## config.mk

```make
export PLATFORM = sky130hd
export DESIGN_NAME = wb_stage_multi
export DESIGN_NICKNAME = d
export VERILOG_FILES = /design/src/rtl/wb_pkg.sv /design/src/rtl/wb_load_align.sv /design/src/rtl/wb_stage_multi.sv
export SDC_FILE = /design/constraint.sdc
export NUM_CORES = 1
export LEC_CHECK = 0
export CELL_PAD_IN_SITES_DETAIL_PLACEMENT = 0
export CELL_PAD_IN_SITES_GLOBAL_PLACEMENT = 2
export CORE_ASPECT_RATIO = 0.6
export CORE_UTILIZATION = 21
export CTS_CLUSTER_DIAMETER = 50
export CTS_CLUSTER_SIZE = 28
export DETAILED_ROUTE_END_ITERATION = 6
export GPL_TIMING_DRIVEN = 0
export PLACE_DENSITY = 0.73
export SLEW_MARGIN = 10
export SYNTH_ARGS = -nofsm -noshare
export SYNTH_HDL_FRONTEND = slang
export SYNTH_SLANG_ARGS = --single-unit
```

## constraint.sdc

```tcl
create_clock -name clock2 -period 2.5 [get_ports clock2]
set_input_delay 0.5 -clock clock2 [delete_from_list [all_inputs] [get_ports clock2]]
set_output_delay 0.5 -clock clock2 [all_outputs]
set_load 0.1 [all_outputs]
```

## src/rtl/wb_pkg.sv

```systemverilog
// Shared constants and helpers for the multi-lane writeback stage.
package wb_pkg;

    localparam logic [1:0] LS_BYTE   = 2'd0;
    localparam logic [1:0] LS_HALF   = 2'd1;
    localparam logic [1:0] LS_WORD   = 2'd2;
    localparam int         MAX_LANES = 4;

    function automatic logic [2:0] popcount(input logic [MAX_LANES-1:0] bits);
        logic [2:0] n;
        n = '0;
        for (int i = 0; i < MAX_LANES; i++) begin
            n = n + 3'(bits[i]);
        end
        return n;
    endfunction

endpackage

```

## src/rtl/wb_load_align.sv

```systemverilog
// Extracts a byte/half/word from the low 32 bits of a memory word and
// extends it to DATA_W bits.
module wb_load_align
    import wb_pkg::*;
#(
    parameter int DATA_W = 32
) (
    input  logic [31:0]       raw,
    input  logic [1:0]        size,
    input  logic              sign,
    input  logic [1:0]        offset,
    output logic [DATA_W-1:0] value
);

    logic [7:0]  byte_val;
    logic [15:0] half_val;
    logic [31:0] ext32;

    always_comb begin
        byte_val = 8'(raw >> {offset, 3'b000});
        // Halfword loads ignore the low offset bit.
        half_val = offset[1] ? raw[31:16] : raw[15:0];
        case (size)
            LS_BYTE: ext32 = {{24{sign & byte_val[7]}}, byte_val};
            LS_HALF: ext32 = {{16{sign & half_val[15]}}, half_val};
            default: ext32 = raw;
        endcase
    end

    generate
        if (DATA_W > 32) begin : g_wide
            assign value = {{(DATA_W-32){sign & ext32[31]}}, ext32};
        end else begin : g_narrow
            assign value = ext32;
        end
    endgenerate

endmodule

```

## src/rtl/wb_stage_multi.sv

```systemverilog
// Multi-lane writeback stage: lane data select, same-destination priority,
// r0 suppression, registered register-file write ports and a retire counter.
module wb_stage_multi
    import wb_pkg::*;
#(
    parameter int LANES  = 2,
    parameter int DATA_W = 32,
    parameter int REG_AW = 5
) (
    input  logic                     clock2,
    input  logic                     reset,
    input  logic                     in_valid,
    output logic                     in_ready,
    input  logic [LANES-1:0]         in_wb_en,
    input  logic [LANES-1:0]         in_mem_read,
    input  logic [2*LANES-1:0]       in_load_size,
    input  logic [LANES-1:0]         in_load_signed,
    input  logic [2*LANES-1:0]       in_byte_off,
    input  logic [REG_AW*LANES-1:0] in_dest,
    input  logic [DATA_W*LANES-1:0] in_alu_result,
    input  logic [DATA_W*LANES-1:0] in_mem_data,
    output logic [LANES-1:0]         rf_we,
    output logic [REG_AW*LANES-1:0] rf_waddr,
    output logic [DATA_W*LANES-1:0] rf_wdata,
    input  logic                     rf_ready,
    output logic [31:0]              retired_count
);

    logic                      held;
    logic                      accept;
    logic                      commit;
    logic [LANES-1:0]          en_raw;
    logic [LANES-1:0]          en_final;
    logic [LANES*LANES-1:0]    kill;
    logic [DATA_W*LANES-1:0]   lane_data;
    logic [DATA_W*LANES-1:0]   aligned;
    logic [31:0]               retire_inc;

    generate
        for (genvar k = 0; k < LANES; k++) begin : g_lane
            wb_load_align #(.DATA_W(DATA_W)) u_align (
                .raw    (in_mem_data[k*DATA_W +: 32]),
                .size   (in_load_size[2*k +: 2]),
                .sign   (in_load_signed[k]),
                .offset (in_byte_off[2*k +: 2]),
                .value  (aligned[k*DATA_W +: DATA_W])
            );

            assign lane_data[k*DATA_W +: DATA_W] = in_mem_read[k]
                ? aligned[k*DATA_W +: DATA_W]
                : in_alu_result[k*DATA_W +: DATA_W];

            assign en_raw[k] = in_wb_en[k] && (in_dest[k*REG_AW +: REG_AW] != '0);

            // A higher lane writing the same register squashes this lane.
            for (genvar j = 0; j < LANES; j++) begin : g_pair
                if (j > k) begin : g_hi
                    assign kill[k*LANES+j] = en_raw[j] &&
                        (in_dest[j*REG_AW +: REG_AW] == in_dest[k*REG_AW +: REG_AW]);
                end else begin : g_lo
                    assign kill[k*LANES+j] = 1'b0;
                end
            end

            assign en_final[k] = en_raw[k] && !(|kill[k*LANES +: LANES]);
        end
    endgenerate

    // Valid/ready: a bundle moves in when in_valid && in_ready; presented
    // writes retire when rf_we != 0 && rf_ready, and hold stable otherwise.
    assign held       = |rf_we;
    assign in_ready   = !reset && (!held || rf_ready);
    assign accept     = in_valid && in_ready;
    assign commit     = held && rf_ready;
    assign retire_inc = 32'(popcount(MAX_LANES'(rf_we)));

    always_ff @(posedge clock2) begin
        if (reset) begin
            rf_we         <= '0;
            rf_waddr      <= '0;
            rf_wdata      <= '0;
            retired_count <= '0;
        end else begin
            if (accept) begin
                rf_we    <= en_final;
                rf_waddr <= in_dest;
                rf_wdata <= lane_data;
            end else if (commit) begin
                rf_we <= '0;
            end
            if (commit) begin
                retired_count <= retired_count + retire_inc;
            end
        end
    end

endmodule

```

== Yosys cells after proc, flatten, opt, wreduce, memory -nomap -nowiden ==
Cells that the tools add are included.
Operators by class
  $add $sub $neg: 2
  equal/unequal tests: 3
  shift-type cells: 2
  muxes and demuxes: 8
  bitwise logic cells: 4
  reductions and logical operators: 17
Operator list (number)
  32-bit case mux with 2 select lines: 2
  32-bit two-way mux: 2
  32-bit by 5-bit right shift with 8-bit output: 2
  32-bit by 2-bit adder with 32-bit output: 1
  16-bit two-way mux: 2
  5-bit nonzero test: 2
  1-bit logical AND: 7
  5-bit equality test: 1
  1-bit bitwise AND: 4
  2-bit by 1-bit equality test with 1-bit output (second input constant): 2
  2-bit zero test: 2
  2-bit two-way mux: 2
  1-bit zero test: 3
  1-bit by 1-bit adder with 2-bit output: 1
  2-bit nonzero test: 1
  2-bit OR reduction: 1
  1-bit logical OR: 1
Word-level totals
  register bits after elaboration: 108
  bits of input ports: 156
  output and inout port bits: 109
  logic and storage cells: 40

== Logic depth before layout (Yosys ltp) ==
Gate-level depths: netlist (run 1).
  depth in word-level cells: 6
  gate-level depth with buffers: 9
  depth with buffers taken out: 8

== Hierarchy ==
From an unflattened synthesis (run 1), not the netlist that was laid out.
Second synthesis, totals
  cells, all modules: 718
  area, all modules: 6204.7 um2
Modules (own cells, without submodules)
  wb_stage_multi: times used 1, cells each 532, area an instance 4790.8 um2, sequential area each 2162.1 um2
  wb_load_align: times used 2, cells each 93, area an instance 706.9 um2, sequential area each 0.0 um2

== Worst setup path before layout (run 1) ==
Ideal clock, no wire load.
  path type: flip-flop to flip-flop
  start point: reg rf_we[0]
  end point: reg retired_count[28]
  library setup time: 0.070 ns
  arrival time: 3.277 ns
  required time: 2.430 ns
  setup slack: -0.847 ns
  stages on the path, launching flop included: 10
  path buffers: 1
  period minus slack after synthesis: 3.347 ns
  path through: dfxtp_1 > inv_1 > fa_1 > inv_1 > ha_1 > o211ai_4 > or4_1 > buf_2 > or4_1 > a21oi_1
Between the ends
  word-level cells in the longest chain between the ends: 2
  elaborated cells on any way between the ends: 4
  those cells by class: add/sub (2); reduce/logical (2)
Ends and longest elaborated chain
  start: declaration: line wb_stage_multi.sv:22  | output logic [LANES-1:0] rf_we,
  start signal: assignment: line wb_stage_multi.sv:85  | rf_we <= en_final;
  1-bit by 1-bit adder with 2-bit output or 2-bit OR reduction (tied branches): line wb_pkg.sv:13, wb_stage_multi.sv:71
  32-bit by 2-bit adder with 32-bit output or 1-bit logical AND (tied branches): line wb_stage_multi.sv:92, wb_stage_multi.sv:74
  end signal: assignment: line wb_stage_multi.sv:92  | retired_count <= retired_count + retire_inc;
  end: declaration: line wb_stage_multi.sv:26  | output logic [31:0] retired_count
Parallel ways exist; a longest one is shown, timed or not.
A chain may end at the register's enable or synchronous reset.

== Worst setup path after layout (run 1) ==
  start point: reg retired_count[14]
  end point: out retired_count[14]
No word-level cell between the ends.

==> results of run 1 <==
per-stage QoR:
stage	area [sq um]	setup slack, ns	cells	hold WS [ns]
2_1_floorplan	6190	0.000955	752	0.607
3_3_place_gp	9260	-1.09	1386	0.443
3_5_place_dp	9260	-1.07	1386	0.450
4_1_cts	9600	0.00494	1404	0.461
5_1_grt	9660	-0.00304	1404	0.481
6_report	9660	0.0325	1404	0.457
power breakdown:
part	total (mW)	internal [mW]	leakage, nW	switching [mW]
sequential	1.89	1.83	0.894	0.0606
clock	1.55	0.831	0.145	0.717
combinational	1.88	0.599	2.55	1.28
logic make-up (layout without fill, tap and decap cells):
kind of cell | Yosys count | in the layout | share of synthesized area [%]
mux | 24 | 24 | 4.37
xor+xnor | 15 | 15 | 2.14
buf+inv | 85 | 362 | 5.25
flops | 108 | 108 | 35.1
fa+ha+maj | 2 | 2 | 0.529
compound gates | 263 | 263 | 30.5
simple gates | 255 | 255 | 22.0
worst max-delay path by stage:
stage / startpoint / endpoint / cells past startpoint / slack [ns]
6_report: retired_count[14]$_SDFFE_PP0P_ / retired_count[14] / 1 / 0.03
5_1_grt: retired_count[0]$_SDFFE_PP0P_ / retired_count[18]$_SDFFE_PP0P_ / 9 / -0.003
4_1_cts: retired_count[27]$_SDFFE_PP0P_ / retired_count[27] / 1 / 0.005
3_5_place_dp: reset / in_ready / 5 / -1.07
3_3_place_gp: reset / in_ready / 5 / -1.09
2_1_floorplan: rf_we[1]$_SDFFE_PP0P_ / retired_count[28]$_SDFFE_PP0P_ / 9 / 0.001
layer usage:
layer,share of wire [%],routed length (um),global-route usage (%)
met4,1.2,337,4.14
met2,40,11700,27.1
met1,52,15200,29.1
met3,7.0,2060,5.05
met5,0,0,0
area by class of cell:
| cell class | instances | area [sq um] |
|---|---|---|
| plain buffers | 66 | 274 |
| clock buffers | 12 | 256 |
| clock inverters | 3 | 46.3 |
| fillers | 3035 | 19100 |
| inverters | 18 | 67.6 |
| multi-input cells | 559 | 3720 |
| flip-flops and latches | 108 | 2190 |
| well taps | 375 | 469 |
| repair buffers | 263 | 2640 |
state kept, by name, summed over array words and instances, names as in the netlist:
| register | flops |
|---|---|
| rf_waddr | 10 |
| rf_we | 2 |
| retired_count | 32 |
| rf_wdata | 64 |
cells in the final DEF, fill, tap and decap left out, types with 8 or more instances in the layout:
master | synthesis | final
sky130_fd_sc_hd__a311o_1 | 8 | 8
sky130_fd_sc_hd__clkbuf_1 | 62 | 52
sky130_fd_sc_hd__o211a_1 | 18 | 18
sky130_fd_sc_hd__a22oi_1 | 15 | 14
sky130_fd_sc_hd__dlymetal6s2s_1 | 0 | 11
sky130_fd_sc_hd__nand3_1 | 34 | 34
sky130_fd_sc_hd__clkbuf_16 | 0 | 9
sky130_fd_sc_hd__or4_1 | 15 | 11
sky130_fd_sc_hd__nand4_1 | 10 | 10
sky130_fd_sc_hd__o21ai_0 | 66 | 66
sky130_fd_sc_hd__dfxtp_2 | 0 | 12
sky130_fd_sc_hd__mux2_2 | 12 | 12
sky130_fd_sc_hd__clkdlybuf4s50_1 | 0 | 241
sky130_fd_sc_hd__nand3b_1 | 9 | 9
sky130_fd_sc_hd__mux2i_1 | 10 | 10
sky130_fd_sc_hd__xnor2_1 | 9 | 9
sky130_fd_sc_hd__a21oi_1 | 44 | 41
sky130_fd_sc_hd__inv_1 | 17 | 13
sky130_fd_sc_hd__nor3b_1 | 16 | 16
sky130_fd_sc_hd__nand2b_1 | 18 | 18
sky130_fd_sc_hd__nor2_1 | 28 | 26
sky130_fd_sc_hd__o2bb2ai_1 | 33 | 33
sky130_fd_sc_hd__nand2_1 | 75 | 75
sky130_fd_sc_hd__o31ai_1 | 10 | 10
sky130_fd_sc_hd__and3_1 | 10 | 10
sky130_fd_sc_hd__dfxtp_1 | 108 | 93
sky130_fd_sc_hd__nor3_1 | 10 | 10
synth_stat cells, types with 10 or more instances:
cell type | count | area, sq um
sky130_fd_sc_hd__a21oi_1 | 44 | 220
sky130_fd_sc_hd__a22oi_1 | 15 | 113
sky130_fd_sc_hd__and3_1 | 10 | 62.6
sky130_fd_sc_hd__clkbuf_1 | 62 | 233
sky130_fd_sc_hd__dfxtp_1 | 108 | 2160
sky130_fd_sc_hd__inv_1 | 17 | 63.8
sky130_fd_sc_hd__mux2_2 | 12 | 135
sky130_fd_sc_hd__mux2i_1 | 10 | 100
sky130_fd_sc_hd__nand2_1 | 75 | 282
sky130_fd_sc_hd__nand2b_1 | 18 | 113
sky130_fd_sc_hd__nand3_1 | 34 | 170
sky130_fd_sc_hd__nand4_1 | 10 | 62.6
sky130_fd_sc_hd__nor2_1 | 28 | 105
sky130_fd_sc_hd__nor3_1 | 10 | 50.1
sky130_fd_sc_hd__nor3b_1 | 16 | 120
sky130_fd_sc_hd__o211a_1 | 18 | 180
sky130_fd_sc_hd__o21ai_0 | 66 | 330
sky130_fd_sc_hd__o2bb2ai_1 | 33 | 289
sky130_fd_sc_hd__o31ai_1 | 10 | 75.1
sky130_fd_sc_hd__or4_1 | 15 | 113
timing repair:
item | 4_1_cts | 5_1_grt
pin swaps | 0 | 2
setup buffers | 3 | 1
endpoints found under the setup margin | 79 | 66
resized for setup | 27 | 20
==> out/qor.yml, run 1 <==
critical_path.reg2reg.endpoint: "retired_count[18]$_SDFFE_PP0P_"
drt_first_pass_iters: 5
synth_enable_flop_cells: 0
finalCoreUtilization_pct: 33.6
drt_iter0_markers: 494
placement.io_buffers: 259
die-width_um: 223
hold_path_class: "reg2reg"
max-cap-violations: 0
placementRows: 48
drive_gt1_share_pct: 9.52
min_period_over_period_pct: 98.7
area_growth_syn_to_fin_pct: 57.0
final_wtd_congestion: 0.827
worstMarginPinSlew_ns: 1.08
grt_start_max_net_pins: 17
min_delay_worst_endpoint: "rf_waddr[6]$_SDFFE_PP0P_"
status: "finished clean"
critical_path_peak_fanout: 5
reg2reg_from: "retired_count[0]$_SDFFE_PP0P_"
mappedNetlistNets: 910
worst-endpoint-required_ns: 2.00
register_area_share_after_synthesis_pct: 35.1
cts_max_path_buffers: 2
power_density_nw_per_um2: 550
slew_headroom_pct: 27.9
detailroute.via_count: 7077
max_stage_delay_ns: 1.17
first_global_vias: 6760
area_of_the_die_sq_um: 30000
globalRouteOverflowTotal: 0
sort_of_element_at_the_end_of_the_critical_path: "output pin"
crit_type: "reg2out"
vdd.ir_drop.worst_v: 0.000325
drv_slew: 0
power_leakage_nw: 3.59
setup_viol_count_final: 0
crit_family: "buffers and inverters"
routed_wirelength_um: 29300
min_period_ns: 2.47
min-delay-start: "rf_waddr[6]$_SDFFE_PP0P_"
min_delay_path_depth: 2
drt-wirelength-per-cell_um: 20.9
cts.htree.levels: 3
track_usage_pct: 19.4
critical_path.cell_chain: "clkdlybuf4s50_1"
cp.buffers_inverters: 1
ctsHoldBuffers: 0
post_synth_inst_count: 752
cts-root-buf: "sky130_fd_sc_hd__clkbuf_16"
synth.avg_cell_area_sq_um: 8.18
fp.coreArea_sq_um: 28800
fin_setup_tns_ns: 0
cts.clk_slew.worst_paths_ns: 0.08
type_of_origin_of_the_critical_path: "flip-flop"
fin_nets: 1183
drc: 0
synth_seq_cells: 108
critPathSlowestCell: "sky130_fd_sc_hd__clkdlybuf4s50_1"
synthArstFlopShare_pct: 0
clock_latency_ns: 0.37
synth.distinct_cells: 61
cts-buffers-inserted: 9
postRouteAntennaNets: 0
setup.reg_to_reg.worst_slack_ns: 0.08
grt_first_pass_wirelength_um: 43500
antennaDiodeCount: 0
fmax_mhz: 405
hold_violations: 0
io_pins: 265
cts_tree: "done"
hpwl_um: 23400
number_of_antenna_violations_at_the_first_check_in_global_routing: 0
rr_worst_depth: 9
worst_ep_arrival_time_ns: 1.97
number_of_clock_sinks_seen_by_cts: 108
clock-skew-final_ns: 0.0108
fp.dieH_um: 135
vias_per_cell: 5.04
initial_core_util_pct: 21.4
netlist_area_sq_um: 6150
p_total_mw: 5.31
yosysWarnings: 0
yosys_most_used_dff: "sky130_fd_sc_hd__dfxtp_1"
Note: power is estimated with default switching activity, not from simulation.
==> inputs of run 2 (changes only) <==
--- a/config.mk
+++ b/config.mk
@@ -5,15 +5,16 @@
 export SDC_FILE = /design/constraint.sdc
 export NUM_CORES = 1
 export LEC_CHECK = 0
+export ABC_AREA = 1
 export CELL_PAD_IN_SITES_DETAIL_PLACEMENT = 0
 export CELL_PAD_IN_SITES_GLOBAL_PLACEMENT = 2
 export CORE_ASPECT_RATIO = 0.6
-export CORE_UTILIZATION = 21
+export CORE_UTILIZATION = 19
 export CTS_CLUSTER_DIAMETER = 50
 export CTS_CLUSTER_SIZE = 28
 export DETAILED_ROUTE_END_ITERATION = 6
 export GPL_TIMING_DRIVEN = 0
-export PLACE_DENSITY = 0.73
+export PLACE_DENSITY = 0.77
 export SLEW_MARGIN = 10
 export SYNTH_ARGS = -nofsm -noshare
 export SYNTH_HDL_FRONTEND = slang
==> run 2 against run 1 <==
Compared with the run above:
- setup slack gained 0.012 ns
- hold slack gained 0.0093 ns
- non-clock buffer count is 9 lower
- clock skew hardly changed
- core utilization down 3.9 points
- register-to-register slack better by 0.12 ns
- clock power down 6%
- first-iteration DRC count up 4.3%
- wire length up 12%
- critical path depth stayed put
- total power is 2.3% lower
- fmax is 0.48% higher
- critical path type unchanged
- critical endpoint unchanged
==> out/qor.yml, run 2 <==
postRouteAntennaNets: 0
fin_setup_tns_ns: 0
die-width_um: 242
cts.clk_slew.worst_paths_ns: 0.08
final_wtd_congestion: 0.935
synthMostInstantiatedCell: "sky130_fd_sc_hd__nand2_1"
synth_top_area_share_pct: 32.8
placement.io_buffers: 261
cp.buffers_inverters: 1
routed-wl-met2_um: 13300
cts_max_path_buffers: 2
power_leakage_nw: 4.26
synth_enable_flop_cells: 0
setup_viol_count_final: 0
sort_of_element_at_the_end_of_the_critical_path: "output pin"
clock_latency_ns: 0.38
ctsHoldBuffers: 0
hpwl_um: 26700
globalRouteOverflowTotal: 0
max_stage_delay_ns: 1.16
detail_route.wirelength.met1_um: 17000
hold_violations: 0
min_period_over_period_pct: 98.2
post-cts-setup-buffer-count: 0
fin_hold_ws_ns: 0.466
met3_wirelength_um: 2260
crit_family: "buffers and inverters"
yosysWarnings: 0
critPathSlowestCell: "sky130_fd_sc_hd__clkdlybuf4s50_1"
drt_first_pass_iters: 5
power_density_nw_per_um2: 516
layout_common_cells: "sky130_fd_sc_hd__nand2_1, sky130_fd_sc_hd__clkdlybuf4s50_1, sky130_fd_sc_hd__nor2_1"
rsz0062_at_grt: "false"
type_of_origin_of_the_critical_path: "flip-flop"
multi_input_area_sq_um: 3930
cts.htree.levels: 3
critical_path_peak_fanout: 4
worst-endpoint-required_ns: 2.00
worst_ep_arrival_time_ns: 1.96
synth.distinct_cells: 37
clock-skew-final_ns: 0.0110
fp.dieH_um: 146
number_of_clock_sinks_seen_by_cts: 108
worstMarginPinSlew_ns: 1.09
fillCellCount: 3832
synth_seq_cells: 108
fp.coreArea_sq_um: 33900
min_period_ns: 2.46
synth.area.top_cells: "sky130_fd_sc_hd__dfxtp_1, sky130_fd_sc_hd__nand2_1, sky130_fd_sc_hd__nor2_1, sky130_fd_sc_hd__a21oi_1, sky130_fd_sc_hd__nand3_1"
area_of_the_die_sq_um: 35500
synth.avg_cell_area_sq_um: 5.96
register_area_share_after_synthesis_pct: 32.8
mappedNetlistNets: 1263
drv_slew: 0
synth_top_cells_by_count: "sky130_fd_sc_hd__nand2_1, sky130_fd_sc_hd__nor2_1, sky130_fd_sc_hd__a21oi_1"
netlist_area_sq_um: 6590
io_pins: 265
fmax_mhz: 407
post_synth_inst_count: 1105
place_area_sq_um: 9780
max-cap-violations: 0
layout.cell_area.non_filler_sq_um: 10100
setup.reg_to_reg.worst_slack_ns: 0.20
drc: 0
routed.top_layer: "met5"
ff_latch_area_sq_um: 2170
vias_per_cell: 4.47
number_of_antenna_violations_at_the_first_check_in_global_routing: 4
drive_gt1_share_pct: 4.85
routed_wirelength_um: 32800
synth.largest_area_cell: "sky130_fd_sc_hd__dfxtp_1"
registers.top_by_ff_count: "rf_wdata"
first_global_vias: 7903
fin_nets: 1535
track_usage_pct: 18.6
grt_start_max_net_pins: 17
yosys_most_used_dff: "sky130_fd_sc_hd__dfxtp_1"
slew_headroom_pct: 26.9
hold_path_class: "reg2reg"
registers_with_the_most_flip_flops: "rf_wdata: 64 flops, retired_count: 32 flops, rf_waddr: 10 flops"
cts-root-buf: "sky130_fd_sc_hd__clkbuf_16"
cts_tree: "done"
largest_reg_flops: 64
drt_iter0_markers: 515
status: "finished clean"
grt_first_pass_wirelength_um: 49500
ctsResizeCount: 27
detailroute.via_count: 8242
cts-buffers-inserted: 9
critical_path.cell_chain: "clkdlybuf4s50_1"
placementRows: 52
initial_core_util_pct: 19.4
crit_type: "reg2out"
layout.cells.most_common: "sky130_fd_sc_hd__nand2_1"
area_growth_syn_to_fin_pct: 52.8
drt-wirelength-per-cell_um: 17.8
synthArstFlopShare_pct: 0
vdd.ir_drop.worst_v: 0.000326
==> run 2: cell count changes in the layout (fill, tap and decap cells not counted), sizes merged, moves of 28 or more <==
cell / change
inv: +47
clkbuf: -28
nand2: +311
o21ai: -35
o2bb2ai: -33
nand3: +76
nor2: +133
a21oi: +70
==> run 2: cell type report <==
cell class | count | area share, %
Tap cell | 459 | 5.70
Multi-Input combinational cell | 873 | 39.0
Antenna cell | 2 | 0.0497
Clock inverter | 3 | 0.236
Buffer | 59 | 2.70
Sequential cell | 108 | 21.5
Inverter | 65 | 2.45
Timing Repair Buffer | 261 | 25.8
Clock buffer | 12 | 2.45
==> run 2: worst paths after layout <==
kind,start,endpoint,depth (start not counted)
worst max-delay path,retired_count[14]$_SDFFE_PP0P_,retired_count[14],1
worst min-delay path,rf_wdata[6]$_SDFFE_PP0P_,rf_wdata[6]$_SDFFE_PP0P_,2
worst max register to register,rf_we[0]$_SDFFE_PP0P_,retired_count[28]$_SDFFE_PP0P_,13
worst min register to register,rf_wdata[6]$_SDFFE_PP0P_,rf_wdata[6]$_SDFFE_PP0P_,2
==> run 2: kinds of logic after synthesis <==
family | synth area share (%)
xor+xnor | 1.20
simple gates | 42.0
fa+ha+maj | 0.494
flops | 32.8
buf+inv | 7.86
compound gates | 15.7
==> run 2: routing by layer <==
layer | up-vias | GRT usage, %
met1 | 3860 | 27.3
met4 | 4 | 3.96
met2 | 254 | 26.6
met3 | 17 | 5.13
met5 | - | 0
li1 | 4107 | -
==> run 2: through the flow <==
stage | util [%] | setup slack, ns | power, mW | instances
floorplan | - | 0.0685 | 3.10 | 1105
global placement | 28.9 | -0.466 | 3.79 | 1825
detailed placement | 28.9 | -0.473 | 3.79 | 1825
CTS | 29.6 | 0.00696 | 5.27 | 1840
global route | 29.7 | 0.00489 | 5.45 | 1842
finish | 29.7 | 0.0444 | 5.19 | 1842
==> run 2: power breakdown <==
| part | total [mW] | internal, mW | switching (mW) | leakage, nW |
|---|---|---|---|---|
| Combinational | 1.86 | 0.562 | 1.30 | 3.25 |
| Clock | 1.45 | 0.703 | 0.745 | 0.125 |
| Sequential | 1.88 | 1.82 | 0.0601 | 0.887 |
==> inputs of run 3 (changes only) <==
--- a/config.mk
+++ b/config.mk
@@ -14,7 +14,7 @@
 export CTS_CLUSTER_SIZE = 28
 export DETAILED_ROUTE_END_ITERATION = 6
 export GPL_TIMING_DRIVEN = 0
-export PLACE_DENSITY = 0.77
+export PLACE_DENSITY_LB_ADDON = 0.15
 export SLEW_MARGIN = 10
 export SYNTH_ARGS = -nofsm -noshare
 export SYNTH_HDL_FRONTEND = slang
==> run 3 against run 2 <==
Compared with the run above:
- sequential cell count did not move
- cell area is 0.31% higher
- count of clock-buffer cells in the layout down 2
- critical path type unchanged
- clock power is 12% higher
- sequential share of layout area fell by 0.091 points
- first-iteration DRC count increased by 18%
- fmax increased by 0.46%
- register-to-register slack worse by 0.05 ns
- non-clock buffer count did not move
==> out/qor.yml, run 3 (synthesized netlist as in run 2, its figures left out) <==
drt-wirelength-per-cell_um: 19.0
worstMarginPinSlew_ns: 1.09
detailroute.via_count: 8025
crit_family: "buffers and inverters"
sort_of_element_at_the_end_of_the_critical_path: "output pin"
largest_reg_flops: 64
fmax_mhz: 409
critPathSlowestCell: "sky130_fd_sc_hd__clkdlybuf4s50_1"
die-width_um: 242
vdd.ir_drop.worst_v: 0.000284
setup_viol_count_final: 0
switching_share_pct: 39.4
registers.top_by_ff_count: "rf_wdata"
hold_violations: 0
area_growth_syn_to_fin_pct: 53.2
postLayoutSetupSlackWorst_ns: 0.0556
critical_path.cell_chain: "clkdlybuf4s50_1"
hpwl_um: 28600
layout_common_cells: "sky130_fd_sc_hd__nand2_1, sky130_fd_sc_hd__clkdlybuf4s50_1, sky130_fd_sc_hd__nor2_1"
rsz0062_at_grt: "false"
reg2reg_from: "rf_we[0]$_SDFFE_PP0P_"
first_global_vias: 7878
pwr-share-seq_pct: 35.1
layout.cells.most_common: "sky130_fd_sc_hd__nand2_1"
power_leakage_nw: 4.31
placement.io_buffers: 261
setup.reg_to_reg.worst_slack_ns: 0.15
io_pins: 265
area_of_the_die_sq_um: 35500
type_of_origin_of_the_critical_path: "flip-flop"
crit_start: "rf_we[0]$_SDFFE_PP0P_"
clock_latency_ns: 0.38
initial_core_util_pct: 19.4
layout.cell_area.non_filler_sq_um: 10100
vias_per_cell: 4.36
place_area_sq_um: 9780
fin_nets: 1535
crit_type: "reg2out"
grt_start_max_net_pins: 17
max_stage_delay_ns: 1.16
drc: 0
fp.dieH_um: 146
power_density_nw_per_um2: 532
ctsHoldBuffers: 0
placementRows: 52
worst-endpoint-required_ns: 2.00
total_switching_power_mw: 2.12
fin_hold_ws_ns: 0.474
track_usage_pct: 19.8
grt_first_pass_wirelength_um: 52100
place_ws_ns: -0.535
max-cap-violations: 0
hold_path_class: "reg2reg"
postRouteAntennaNets: 0
number_of_clock_sinks_seen_by_cts: 108
drt_first_pass_iters: 5
cts_max_path_buffers: 2
cp.buffers_inverters: 1
critical_path_peak_fanout: 6
cts_tree: "done"
routed.top_layer: "met5"
min-delay-start: "rf_waddr[5]$_SDFFE_PP0P_"
p_total_mw: 5.38
cts-root-buf: "sky130_fd_sc_hd__clkbuf_16"
routed_wirelength_um: 34900
clock-skew-final_ns: 0.00956
cts.htree.levels: 3
status: "finished clean"
cts-buffers-inserted: 9
slew_headroom_pct: 27.4
number_of_antenna_violations_at_the_first_check_in_global_routing: 4
worst_ep_arrival_time_ns: 1.94
drive_gt1_share_pct: 4.85
met3_wirelength_um: 1920
power.share.combinational_pct: 34.7
drv_slew: 0
detail_route.wirelength.met1_um: 19500
globalRouteOverflowTotal: 0
ctsResizeCount: 26
clock_power_share_pct: 30.2
routed-wl-met2_um: 13300
post-cts-setup-buffer-count: 0
fp.coreArea_sq_um: 33900
min_period_ns: 2.44
min_period_over_period_pct: 97.8
cts.clk_slew.worst_paths_ns: 0.07
final_wtd_congestion: 0.862
power_report.internal_total_mw: 3.26
registers_with_the_most_flip_flops: "rf_wdata: 64 flops, retired_count: 32 flops, rf_waddr: 10 flops"
drt_iter0_markers: 608
run 3: cell types whose count changed in the layout (fill, tap and decap cells not counted):
cell and change:
sky130_fd_sc_hd__bufinv_16 +2, sky130_fd_sc_hd__clkbuf_1 -1, sky130_fd_sc_hd__clkbuf_8 -1, sky130_fd_sc_hd__clkdlybuf4s50_1 -2
sky130_fd_sc_hd__clkinv_2 +2, sky130_fd_sc_hd__clkinv_4 -1, sky130_fd_sc_hd__clkinvlp_4 -1, sky130_fd_sc_hd__dfxtp_2 +1
sky130_fd_sc_hd__dfxtp_4 -1, sky130_fd_sc_hd__dlymetal6s2s_1 +2, sky130_fd_sc_hd__nor2_1 +1, sky130_fd_sc_hd__nor2_4 -1
run 3: cell type report:
cell class              count  area (sq um)
clock buffers              10           229
repair buffers            261          2610
diodes                      2          5.00
flip-flops and latches    108          2170
clock inverters             5          77.6
inverters                  65           246
fillers                  3819         23800
multi-input cells         873          3920
well taps                 459           574
plain buffers              59           272
run 3: per-layer routing:
| layer | track usage, % | vias to the layer above |
|---|---|---|
| li1 | - | 4117 |
| met1 | 31.3 | 3683 |
| met2 | 26.6 | 200 |
| met3 | 4.80 | 21 |
| met4 | 3.39 | 4 |
| met5 | 0 | - |
run 3: power groups by stage:
stage	clock network (mW)	logic, mW	registers [mW]
after floorplan	0	0.437	2.66
after global placement	0	1.88	1.92
after detailed placement	0	1.88	1.93
after CTS	1.70	1.88	1.89
after global routing	1.76	1.98	1.90
final	1.62	1.87	1.89
run 3: worst paths after layout:
kind | endpoint | depth (start not counted)
worst max register to register | retired_count[26]$_SDFFE_PP0P_ | 11
worst max-delay path | rf_we[0] | 1
worst min register to register | rf_waddr[5]$_SDFFE_PP0P_ | 2
worst min-delay path | rf_waddr[5]$_SDFFE_PP0P_ | 2
run 3: through the flow:
stage               util [%]  setup TNS [ns]  std cells
global route            29.8               0       1841
CTS                     29.7               0       1840
finish                  29.8               0       1842
detailed placement      28.9           -3.40       1825
global placement        28.9           -3.50       1825
floorplan                  -               0       1105
